===== config.mk =====
export PLATFORM = sky130hd
export DESIGN_NAME = regfile_port_arbiter
export DESIGN_NICKNAME = d
export VERILOG_FILES = /design/src/rtl/regfile_port_arbiter.sv
export SDC_FILE = /design/constraint.sdc
export NUM_CORES = 1
export LEC_CHECK = 0
export CORE_MARGIN = 8
export CORE_UTILIZATION = 35
export DETAILED_ROUTE_END_ITERATION = 10
export HOLD_SLACK_MARGIN = 0.05
export PLACE_DENSITY_LB_ADDON = 0.1
export SYNTH_ARGS = -nofsm -noshare
export SYNTH_HDL_FRONTEND = slang
export SYNTH_SLANG_ARGS = --single-unit

===== constraint.sdc =====
create_clock -name clk -period 1.58 [get_ports clk]
set_clock_uncertainty 0.1 [all_clocks]
set_input_delay 0.316 -clock clk [delete_from_list [all_inputs] [get_ports clk]]
set_output_delay 0.316 -clock clk [all_outputs]
set_load 0.02 [all_outputs]

===== src/rtl/regfile_port_arbiter.sv =====
// Round-robin arbiter sharing one single-port register file between
// requesters A and B, with a req/done handshake per access.
module regfile_port_arbiter #(
  parameter int ADDR_W   = 5,
  parameter int DATA_W   = 32,
  parameter int READ_LAT = 1
) (
  input  logic              clk,
  input  logic              rst,
  input  logic              a_req,
  input  logic              a_wr,
  input  logic [ADDR_W-1:0] a_addr,
  input  logic [DATA_W-1:0] a_wdata,
  output logic              a_done,
  input  logic              b_req,
  input  logic              b_wr,
  input  logic [ADDR_W-1:0] b_addr,
  input  logic [DATA_W-1:0] b_wdata,
  output logic              b_done,
  output logic [DATA_W-1:0] rdata,
  output logic              busy,
  output logic              rf_we,
  output logic              rf_re,
  output logic [ADDR_W-1:0] rf_addr,
  output logic [DATA_W-1:0] rf_wdata,
  input  logic [DATA_W-1:0] rf_rdata
);

  localparam int CNT_W = (READ_LAT > 1) ? $clog2(READ_LAT) : 1;

  typedef enum logic [1:0] {
    IDLE,
    WRITE,
    READ,
    DONE
  } state_t;

  state_t state;

  logic             ptr;
  logic             win;
  logic [CNT_W-1:0] lat_cnt;

  logic              any_req;
  logic              pick_b;
  logic              g_wr;
  logic [ADDR_W-1:0] g_addr;
  logic [DATA_W-1:0] g_wdata;

  // ptr names the requester that wins a tie
  assign any_req = a_req | b_req;
  assign pick_b  = b_req & (~a_req | ptr);
  assign g_wr    = pick_b ? b_wr    : a_wr;
  assign g_addr  = pick_b ? b_addr  : a_addr;
  assign g_wdata = pick_b ? b_wdata : a_wdata;

  always_ff @(posedge clk) begin
    if (!rst) begin
      state    <= IDLE;
      ptr      <= 1'b0;
      win      <= 1'b0;
      lat_cnt  <= '0;
      rf_we    <= 1'b0;
      rf_re    <= 1'b0;
      rf_addr  <= '0;
      rf_wdata <= '0;
      rdata    <= '0;
      a_done   <= 1'b0;
      b_done   <= 1'b0;
      busy     <= 1'b0;
    end else begin
      unique case (state)
        IDLE: begin
          if (any_req) begin
            win     <= pick_b;
            rf_addr <= g_addr;
            busy    <= 1'b1;
            if (g_wr) begin
              rf_wdata <= g_wdata;
              rf_we    <= 1'b1;
              state    <= WRITE;
            end else begin
              rf_re   <= 1'b1;
              lat_cnt <= CNT_W'(READ_LAT - 1);
              state   <= READ;
            end
          end
        end
        WRITE: begin
          rf_we  <= 1'b0;
          a_done <= ~win;
          b_done <= win;
          ptr    <= ~win;
          state  <= DONE;
        end
        READ: begin
          if (lat_cnt != '0) begin
            lat_cnt <= lat_cnt - 1'b1;
          end else begin
            rf_re  <= 1'b0;
            rdata  <= rf_rdata;
            a_done <= ~win;
            b_done <= win;
            ptr    <= ~win;
            state  <= DONE;
          end
        end
        DONE: begin
          a_done <= 1'b0;
          b_done <= 1'b0;
          busy   <= 1'b0;
          state  <= IDLE;
        end
        default: state <= IDLE;
      endcase
    end
  end

endmodule

==> metrics.md, run 1 <==
| Metric | Value |
|---|---|
| Post-synth top area share | `47.1%` |
| Status | `completed` |
| Area contributors post-synth | `dfxtp_1 (47%), mux2i_1 (21%), a211oi_1 (6.6%)` |
| Worst path bufs/invs | `1` |
| Top-count cell post-synth | `dfxtp_1` |
| Post-synth EDFFs | `0` |
| Initial antenna violation count | `0` |
| DIE HEIGHT | `113 um` |
| Register area share after synthesis | `47.1%` |
| Core box area | `9240 um^2` |
| MaxCap Viol Count | `0` |
| CTS tree | `yes` |
| Delay-heaviest family, CP | `simple AND/OR/NAND/NOR gates` |
| Share of layout cells above drive strength 1 | `12.8%` |
| Placed cell count | `639` |
| Endpoints failing hold | `0` |
| CTS H-Tree Depth | `3` |
| Leakage | `2.62 nW` |
| I/O Pins | `186` |
| Crit-path cells | `nor2b_4 > nand2b_4 > clkbuf_16 > mux2i_1 > a211oi_1` |
| RSZ-0062 raised after global routing | `true` |
| Cells after Synth | `330` |
| Max frequency | `0.647 GHz` |
| GRT overflow | `0` |
| Hold WC Path Type | `input pin to flop` |
| DR pass1 iterations | `4` |
| Clk_lat worst skew | `340 ps` |
| Standard-cell rows | `35` |
| Critical Path Fanout Max | `8` |
| Nets | `643` |
| Area of the mapped netlist | `3320 um^2` |
| Synthesis-to-finish area growth | `75.3%` |
| Initial Util | `35.9%` |
| Synthesized flop and latch total | `78` |
| Total die area | `12900 um^2` |
| Non-filler cells, final | `661` |
| Clock tree buffer depth | `2` |
| Final Max Slew Viols | `0` |
| Pwr Density | `1220 nW/um^2` |
| Routed WL per cell | `16.7 um` |
| Post-synth top flop | `dfxtp_1` |
| Vias/cell | `4.77` |
| Post-DRT Antenna Nets | `0` |
| Iter 0 DRT Violations | `91` |
| Clk root buf | `clkbuf_8` |
| Tcrit/Tclk final | `97.8%` |
| Fin util | `63.0%` |
| Worst-path clk slew | `80 ps` |
| Hold_ws | `386 ps` |
| Post-CTS setup buffer count | `0` |
| Total track usage | `15.9%` |
| Port bufs | `185` |
| Largest net degree at the start of global routing | `35` |
| Critical Path Start Type | `flop` |
| Reg2Reg Depth | `5` |
| CP arrival | `1670 ps` |
| Setup TNS | `0 ps` |
| Worst EP required | `1700 ps` |
| Asr flop ratio synth | `0%` |
| CP Class | `flop to flop` |
| Post-synth top cells | `dfxtp_1 (78), mux2i_1 (71), a21oi_1 (42), nor2_1 (37), a211oi_1 (29)` |
| TritonCTS buffer count | `9` |
| DRT Wirelength | `11000 um` |
| Hold Crit Depth | `5` |
| Slowest stage delay, CP | `350 ps` |
| Worst-Margin Slew | `271 ps` |
| Fin crit period | `1550 ps` |
| Detailed placement HPWL | `8140 um` |
| Critical path depth in cells | `5` |
| Crit-path slowest cell | `dfxtp_2` |
| Unique cell type count in the Yosys netlist | `31` |
| Top cell type by total area after synthesis | `dfxtp_1` |
| DR vias | `3151` |
| # DRC | `0` |
| Final setup viols | `0` |
| Syn avg cell area | `10.1 um^2` |
| Vias in the first global route | `3147` |
| CP Capture Type | `flop` |
| Antenna cells | `0` |
| RePlAce Congestion | `0.731` |
| Die width | `113 um` |
| First-pass GRT wire length | `16400 um` |
| Clock sink count | `78` |
| Syn. warnings | `0` |
| Syn_nets | `446` |
| VDD IR max | `0.000618 V` |
| Max-slew headroom | `81.9%` |
| Total power | `7.09 mW` |
==> worst reg2reg max path: stages, from the launching register on <==
cell and delay (ps):
dfxtp_2 350, nor2b_4 170, nand2b_4 300, clkbuf_16 210, mux2i_1 210, a211oi_1 90
==> report_power, final <==
| part | total, mW | switching (mW) | leakage (nW) | internal, mW |
|---|---|---|---|---|
| logic | 2.78 | 1.44 | 1.86 | 1.34 |
| registers | 2.47 | 0.164 | 0.641 | 2.31 |
| clock network | 1.84 | 0.697 | 0.124 | 1.14 |
==> path summary, 6_finish.rpt <==
| path | startpoint | end | slack, ps |
|---|---|---|---|
| setup / recovery | ptr$_SDFFE_PN0P_ | rf_wdata[25]$_SDFFE_PN0P_ | 30 |
| hold / removal | a_req | state[1]$_SDFFE_PN0P_ | 390 |
| setup reg to reg | ptr$_SDFFE_PN0P_ | rf_wdata[25]$_SDFFE_PN0P_ | 30 |
| hold reg to reg | rdata[14]$_SDFFE_PN0N_ | rdata[14]$_SDFFE_PN0N_ | 390 |
==> cells in the final DEF (no fill, tap or decap), types with 2 or more instances in the layout <==
master and n:
mux2i_4 4, clkbuf_8 11, dlymetal6s2s_1 2, clkdlybuf4s50_1 109, o21ai_0 7, clkbuf_1 2
buf_12 5, nand3_1 2, mux2i_1 63, a211oi_2 6, mux2i_2 4, nand2_1 3
o22ai_1 2, buf_6 6, a211oi_1 26, a21oi_1 42, ha_1 2, buf_4 16
nor2_1 37, dfxtp_1 77, bufinv_16 3, inv_1 7, clkbuf_16 4, dlygate4sd2_1 74
nor3_1 2
==> timing repair <==
item | CTS | global route
hold buffers | 0 | 0
gates cloned | 0 | 6
endpoints found under the setup margin | 107 | 35
gates resized for setup | 80 | 30
pin swaps | 0 | 11
==> metal layers <==
layer,routed length [um],track usage [%]
met1,4830,18.2
met3,793,5.48
met2,5340,27.1
met4,72,4.80
met5,0,0
==> final cells by class <==
| class | instances | area [um^2] |
|---|---|---|
| Fill cell | 813 | 3420 |
| Timing Repair Buffer | 216 | 2150 |
| Inverter | 8 | 30.0 |
| Tap cell | 129 | 161 |
| Clock inverter | 3 | 90.1 |
| Sequential cell | 78 | 1560 |
| Multi-Input combinational cell | 214 | 1660 |
| Clock buffer | 13 | 159 |
==> cell families (layout without fill, tap and decap cells) <==
logic type | after synthesis | count (layout) | synth area share [%]
compound gates | 89 | 89 | 17.2
mux | 71 | 71 | 21.4
simple gates | 50 | 50 | 6.60
flops | 78 | 78 | 47.1
fa+ha+maj | 4 | 4 | 1.51
buf+inv | 38 | 240 | 6.22
==> state kept, by name, indices dropped and copies added (netlist names) <==
register  cells
rdata        32
rf_wdata     32
rf_addr       5
state         2
a_done        1
b_done        1
busy          1
ptr           1
rf_re         1
rf_we         1
win           1
==> through the flow <==
stage / worst slack [ps] / instance area, um^2
2_1_floorplan: 20.2 / 3320
3_3_place_gp: -380 / 5390
3_5_place_dp: -476 / 5390
4_1_cts: -68.5 / 5560
5_1_grt: -27.0 / 5820
6_report: 34.2 / 5820
Note: power is estimated with default switching activity, not from simulation.
==> run 2, diff against run 1 <==
CORE_MARGIN = 5   (was 8)
RECOVER_POWER = 50   (was default)
clock period = 1.3 ns   (was 1.58 ns; I/O delays follow)
==> metrics.md, run 2 (same netlist as run 1, synthesis figures left out) <==
| Metric | Value |
|---|---|
| Filler cell count | `783 (-3.7%)` |
| Multi-input gate area | `1830 um^2 (+10%)` |
| Endpoints failing hold | `0 (unchanged)` |
| Largest registers | `rdata x32, rf_wdata x32, rf_addr x5` |
| CTS H-Tree Depth | `3 (unchanged)` |
| Clock tree buffer depth | `2 (unchanged)` |
| Worst EP required | `1440 ps (-260 ps)` |
| Initial Util | `35.9% (unchanged)` |
| Sequential standard cell area | `1570 um^2 (+0.32%)` |
| Iter 0 DRT Violations | `83 (-8.8%)` |
| Fin util | `65.1% (+2.2 points)` |
| Post-DRT Antenna Nets | `0 (unchanged)` |
| Crit. Startpoint | `ptr$_SDFFE_PN0P_` |
| Clk_lat worst skew | `350 ps (about the same)` |
| CP arrival | `1650 ps (-20 ps)` |
| CP Class | `flop to flop` |
| First-pass GRT wire length | `16600 um (+1.0%)` |
| Max-slew headroom | `82.5% (+0.60 points)` |
| Last element of the critical path | `state[0]$_SDFFE_PN0P_` |
| Die width | `107 um (-5.3%)` |
| GRT overflow | `0 (unchanged)` |
| I/O Pins | `186 (unchanged)` |
| Status | `finished with violations` |
| Reg2reg end | `state[0]$_SDFFE_PN0P_` |
| DIE HEIGHT | `107 um (-5.3%)` |
| Share of layout cells above drive strength 1 | `37.1% (+24 points)` |
| Hold WC Path Type | `flop to flop` |
| DRT Wirelength | `11600 um (+4.8%)` |
| Worst R2R Setup Slack | `-210 ps (-240 ps)` |
| Top Metal Used | `met4` |
| Reg2Reg Depth | `7 (+2)` |
| Leakage | `2.58 nW (-1.5%)` |
| Commonest cells after routing, fill and taps aside | `clkdlybuf4s50_1 (109), dfxtp_1 (75), mux2i_1 (59), a21oi_1 (40), clkbuf_2 (38)` |
| Tcrit/Tclk final | `116% (+18 points)` |
| Standard-cell rows | `35 (unchanged)` |
| Largest net degree at the start of global routing | `38 (+8.6%)` |
| Core box area | `9240 um^2 (unchanged)` |
| Nets | `666 (+3.6%)` |
| Failing checks | `setup timing` |
| Dpl ws | `-656 ps (-181 ps)` |
| WL met1 | `4490 um (-7.2%)` |
| Critical Path Start Type | `flop` |
| DR pass1 iterations | `4 (unchanged)` |
| RR Startpoint | `ptr$_SDFFE_PN0P_` |
| Detailed placement HPWL | `7880 um (-3.3%)` |
| Total track usage | `18.1% (+2.2 points)` |
| Pwr Density | `1520 nW/um^2 (+25%)` |
| VDD IR max | `0.000785 V (+27%)` |
| Worst-path clk slew | `80 ps (about the same)` |
| Met2 wire length | `5640 um (+5.6%)` |
| Cts hold-fix bufs | `0 (unchanged)` |
| CP Capture Type | `flop` |
| Final Max Slew Viols | `0 (unchanged)` |
| Synthesis-to-finish area growth | `81.4%` |
| TritonCTS buffer count | `9 (unchanged)` |
| Most common cell after layout, fill and taps aside | `clkdlybuf4s50_1` |
| # DRC | `0 (unchanged)` |
| Port bufs | `185 (unchanged)` |
| Final WS setup | `-207 ps (-241 ps)` |
| Final setup viols | `57 (+57)` |
| RePlAce Congestion | `0.822 (+12%)` |
| MaxCap Viol Count | `0 (unchanged)` |
| Total die area | `11500 um^2 (-10%)` |
| Clock sink count | `78 (unchanged)` |
| Fin crit period | `1510 ps (-39.2 ps)` |
| CTS tree | `yes` |
| RSZ-0062 raised after global routing | `true` |
| Critical Path Fanout Max | `5 (-3)` |
| Worst-Margin Slew | `262 ps (-9.10 ps)` |
| Clk root buf | `clkbuf_8` |
| Initial antenna violation count | `1 (+1)` |
| Vias in the first global route | `3379 (+7.4%)` |
| Vias/cell | `4.86 (+2.0%)` |
| Max frequency | `0.664 GHz (+2.6%)` |
| DR vias | `3332 (+5.7%)` |
| Wire length on met3 | `1210 um (+53%)` |
| Routed WL per cell | `16.9 um (+1.2%)` |
## run 2: critical path: stages (launching register included)
cell     delay (ps)
dfxtp_4         360
nor2b_4         130
buf_6           120
o22ai_4          80
and2_4          190
buf_6           130
buf_12          120
o21a_1          170
## run 2: area by class of cell
| class | instances | area share, % |
|---|---|---|
| Clock inverter | 5 | 1.35 |
| Timing Repair Buffer | 239 | 36.5 |
| Sequential cell | 78 | 26.0 |
| Antenna cell | 1 | 0.0416 |
| Inverter | 8 | 0.582 |
| Multi-Input combinational cell | 214 | 30.4 |
| Tap cell | 129 | 2.68 |
| Clock buffer | 11 | 2.35 |
## run 2: metrics by stage
step                      TNS [ps]  hold WS [ps]  cell area, um^2  instances  total power, mW
after floorplan              -4310           307             3490        330             5.18
after global placement      -25490           371             5630        649             6.74
after detailed placement    -28080           385             5630        649             6.82
after CTS                    -6110           401             5690        674             8.81
after global routing        -10850           423             6020        685             9.62
final                        -6580           396             6020        685             9.16
## run 2: timing repair
| action | 4_1_cts | 5_1_grt |
|---|---|---|
| resized for setup | 318 | 35 |
| pin swaps | 5 | 16 |
| gates cloned | 4 | 7 |
| endpoints found under the setup margin | 147 | 71 |
| setup buffers | 5 | 4 |
## run 2: how the worst min path moves through the flow
stage	startpoint	to	slack, ps	depth (start not counted)
after floorplan	rf_rdata[0]	rdata[0]$_SDFFE_PN0N_	310	2
after detailed placement	rdata[15]$_SDFFE_PN0N_	rdata[15]$_SDFFE_PN0N_	390	2
final	a_done$_SDFFE_PN0P_	a_done$_SDFFE_PN0P_	400	2
after global routing	rf_rdata[27]	rdata[27]$_SDFFE_PN0N_	420	3
after global placement	rdata[12]$_SDFFE_PN0N_	rdata[12]$_SDFFE_PN0N_	370	2
after CTS	rdata[2]$_SDFFE_PN0N_	rdata[2]$_SDFFE_PN0N_	400	2
## run 2: per-layer routing
metal	GRT usage [%]	vias to the layer above
met5	0	-
met4	6.40	0
met3	8.16	16
met2	30.2	138
met1	20.4	1553
li1	-	1625
## run 2: power breakdown
part	switching (mW)	internal, mW	leakage (nW)
registers	0.227	2.81	0.642
logic	2.02	2.04	1.83
clock network	0.909	1.14	0.110
total	3.16	6.00	2.58
==> run 3, diff against run 2 <==
CTS_BUF_LIST = sky130_fd_sc_hd__clkbuf_2 sky130_fd_sc_hd__clkbuf_4 sky130_fd_sc_hd__clkbuf_8   (was default)
SETUP_SLACK_MARGIN = 0.05   (was default)
==> metrics.md, run 3 (same netlist as run 1, synthesis figures left out) <==
| Metric | Value |
|---|---|
| Sw frac | `34.2% (-0.36 points)` |
| Critical Path Start Type | `flop` |
| Share of layout cells above drive strength 1 | `38.3% (+1.2 points)` |
| Post-DRT Antenna Nets | `0 (unchanged)` |
| Worst-Margin Slew | `282 ps (+19.7 ps)` |
| Nets | `665 (-0.15%)` |
| RSZ-0062 raised after global routing | `true` |
| Port bufs | `185 (unchanged)` |
| Cts hold-fix bufs | `0 (unchanged)` |
| P_sw | `3.11 mW (-1.7%)` |
| Setup TNS | `-8120 ps (-1540 ps)` |
| Worst EP required | `1450 ps (about the same)` |
| Sequential standard cell area | `1580 um^2 (+0.80%)` |
| Endpoints failing hold | `0 (unchanged)` |
| CP arrival | `1660 ps (about the same)` |
| Largest net degree at the start of global routing | `27 (-29%)` |
| Clk root buf | `clkbuf_8` |
| First-pass GRT wire length | `16800 um (+1.4%)` |
| Standard-cell rows | `35 (unchanged)` |
| MaxCap Viol Count | `0 (unchanged)` |
| CTS H-Tree Depth | `3 (unchanged)` |
| Initial antenna violation count | `0 (-1)` |
| Pint | `5.99 mW (-0.13%)` |
| Logic pwr share | `46.0% (+1.6 points)` |
| Status | `finished with violations` |
| Total die area | `11500 um^2 (unchanged)` |
| CP Class | `flop to flop` |
| Routed WL per cell | `16.2 um (-4.1%)` |
| Initial Util | `35.9% (unchanged)` |
| Iter 0 DRT Violations | `74 (-11%)` |
| CTS tree | `yes` |
| Placed cell count | `647 (-0.31%)` |
| Clock tree buffer depth | `2 (unchanged)` |
| Vias/cell | `4.83 (-0.69%)` |
| Final WS setup | `-209 ps (-2.76 ps)` |
| Critical Path Fanout Max | `8 (+3)` |
| Synthesis-to-finish area growth | `84.4%` |
| Multi-input gate area | `1840 um^2 (+0.48%)` |
| Most common cell after layout, fill and taps aside | `clkdlybuf4s50_1` |
| Tcrit/Tclk final | `116% (+0.21 points)` |
| Largest registers | `rdata x32, rf_wdata x32, rf_addr x5` |
| Pwr Density | `1490 nW/um^2 (-2.3%)` |
| VDD IR max | `0.000775 V (-1.3%)` |
| Total track usage | `18.1% (+0.026 points)` |
| GRT overflow | `0 (unchanged)` |
| Hold WC Path Type | `flop to flop` |
| Clk_lat worst skew | `340 ps (about the same)` |
| Final setup viols | `73 (+28%)` |
| TritonCTS buffer count | `9 (unchanged)` |
| Detailed placement HPWL | `7530 um (-4.5%)` |
| Leakage | `2.61 nW (+1.2%)` |
| I/O Pins | `186 (unchanged)` |
| Failing checks | `setup timing` |
| Commonest cells after routing, fill and taps aside | `clkdlybuf4s50_1 (108), dfxtp_1 (67), buf_4 (66), mux2i_1 (60)` |
| WL met1 | `4670 um (+4.0%)` |
| Die width | `107 um (unchanged)` |
| Clock group share of total power | `20.4% (-2.0 points)` |
| Filler cell count | `742 (-5.2%)` |
| RePlAce Congestion | `0.795 (-3.3%)` |
| Vias in the first global route | `3385 (+0.18%)` |
| # DRC | `0 (unchanged)` |
| DIE HEIGHT | `107 um (unchanged)` |
| Fin util | `66.2% (+1.1 points)` |
| Max frequency | `0.663 GHz (-0.18%)` |
| Wire length on met3 | `984 um (-19%)` |
| Top Metal Used | `met4` |
| DR vias | `3309 (-0.69%)` |
| Clock sink count | `78 (unchanged)` |
| Non-filler cells, final | `685 (unchanged)` |
| DR pass1 iterations | `7 (+3)` |
| DRT Wirelength | `11100 um (-4.1%)` |
| Worst-path clk slew | `80 ps (about the same)` |
| Core box area | `9240 um^2 (unchanged)` |
| Fin crit period | `1510 ps (+2.76 ps)` |
| Max-slew headroom | `81.2% (-1.2 points)` |
| Flop pwr share | `33.6% (+0.4 points)` |
| Met2 wire length | `5310 um (-5.9%)` |
| CP Capture Type | `flop` |
| Final Max Slew Viols | `0 (unchanged)` |
run 3: cell count changes in the layout (fill, tap and decap cells not counted), moves of 6 or more:
cell,before,now
a211oi_1,1,11
a211oi_2,31,21
clkbuf_2,38,0
dfxtp_1,75,67
buf_2,37,31
dfxtp_2,2,9
buf_4,28,66
run 3: cell type report:
cell class / instances / share of cell area [%]
flip-flops and latches: 78 / 25.8
well taps: 129 / 2.64
multi-input cells: 214 / 30.1
diodes: 2 / 0.0818
clock inverters: 3 / 0.716
inverters: 8 / 0.614
clock buffers: 13 / 2.62
repair buffers: 238 / 37.4
run 3: metrics by stage:
step                power (mW)  hold slack (ps)  setup slack (ps)  instance area, um^2
floorplan                 5.17              307              -153                 3480
global placement          6.74              372              -585                 5610
detailed placement        6.79              380              -676                 5610
CTS                       8.68              394              -191                 5730
global route              9.62              416              -255                 6110
finish                    9.09              393              -209                 6120
run 3: final timing paths:
path | start | endpoint | slack, ps | cells past startpoint
worst min register to register | rdata[23]$_SDFFE_PN0N_ | rdata[23]$_SDFFE_PN0N_ | 390 | 2
worst max register to register | ptr$_SDFFE_PN0P_ | rf_wdata[24]$_SDFFE_PN0P_ | -210 | 6
worst max-delay path | ptr$_SDFFE_PN0P_ | rf_wdata[24]$_SDFFE_PN0P_ | -210 | 6
worst min-delay path | rdata[23]$_SDFFE_PN0N_ | rdata[23]$_SDFFE_PN0N_ | 390 | 2
run 3: layer usage:
layer | vias up | track usage [%]
met5 | - | 0
met4 | 0 | 4.51
met3 | 13 | 7.08
met2 | 114 | 30.2
met1 | 1560 | 21.9
li1 | 1622 | -
run 3: critical path, stage by stage, from the launching register on:
cell	delay (ps)
dfxtp_4	370
a21bo_4	220
o22ai_4	180
buf_6	160
buf_16	120
a21oi_1	60
a211oi_1	210
run 3: timing repair:
action                                  4_1_cts  5_1_grt
resized for setup                           326      108
endpoints found under the hold margin         0        0
pin swaps                                    11       40
setup buffers                                 9        7
endpoints found under the setup margin      141      118
gates cloned                                  5        4
run 3: power by group through the flow:
stage	clock network, mW	registers [mW]	logic [mW]
after floorplan	0	3.55	1.62
after global placement	0	3.06	3.67
after detailed placement	0	3.07	3.72
after CTS	1.91	3.02	3.76
after global routing	2.04	3.11	4.47
final	1.86	3.05	4.19
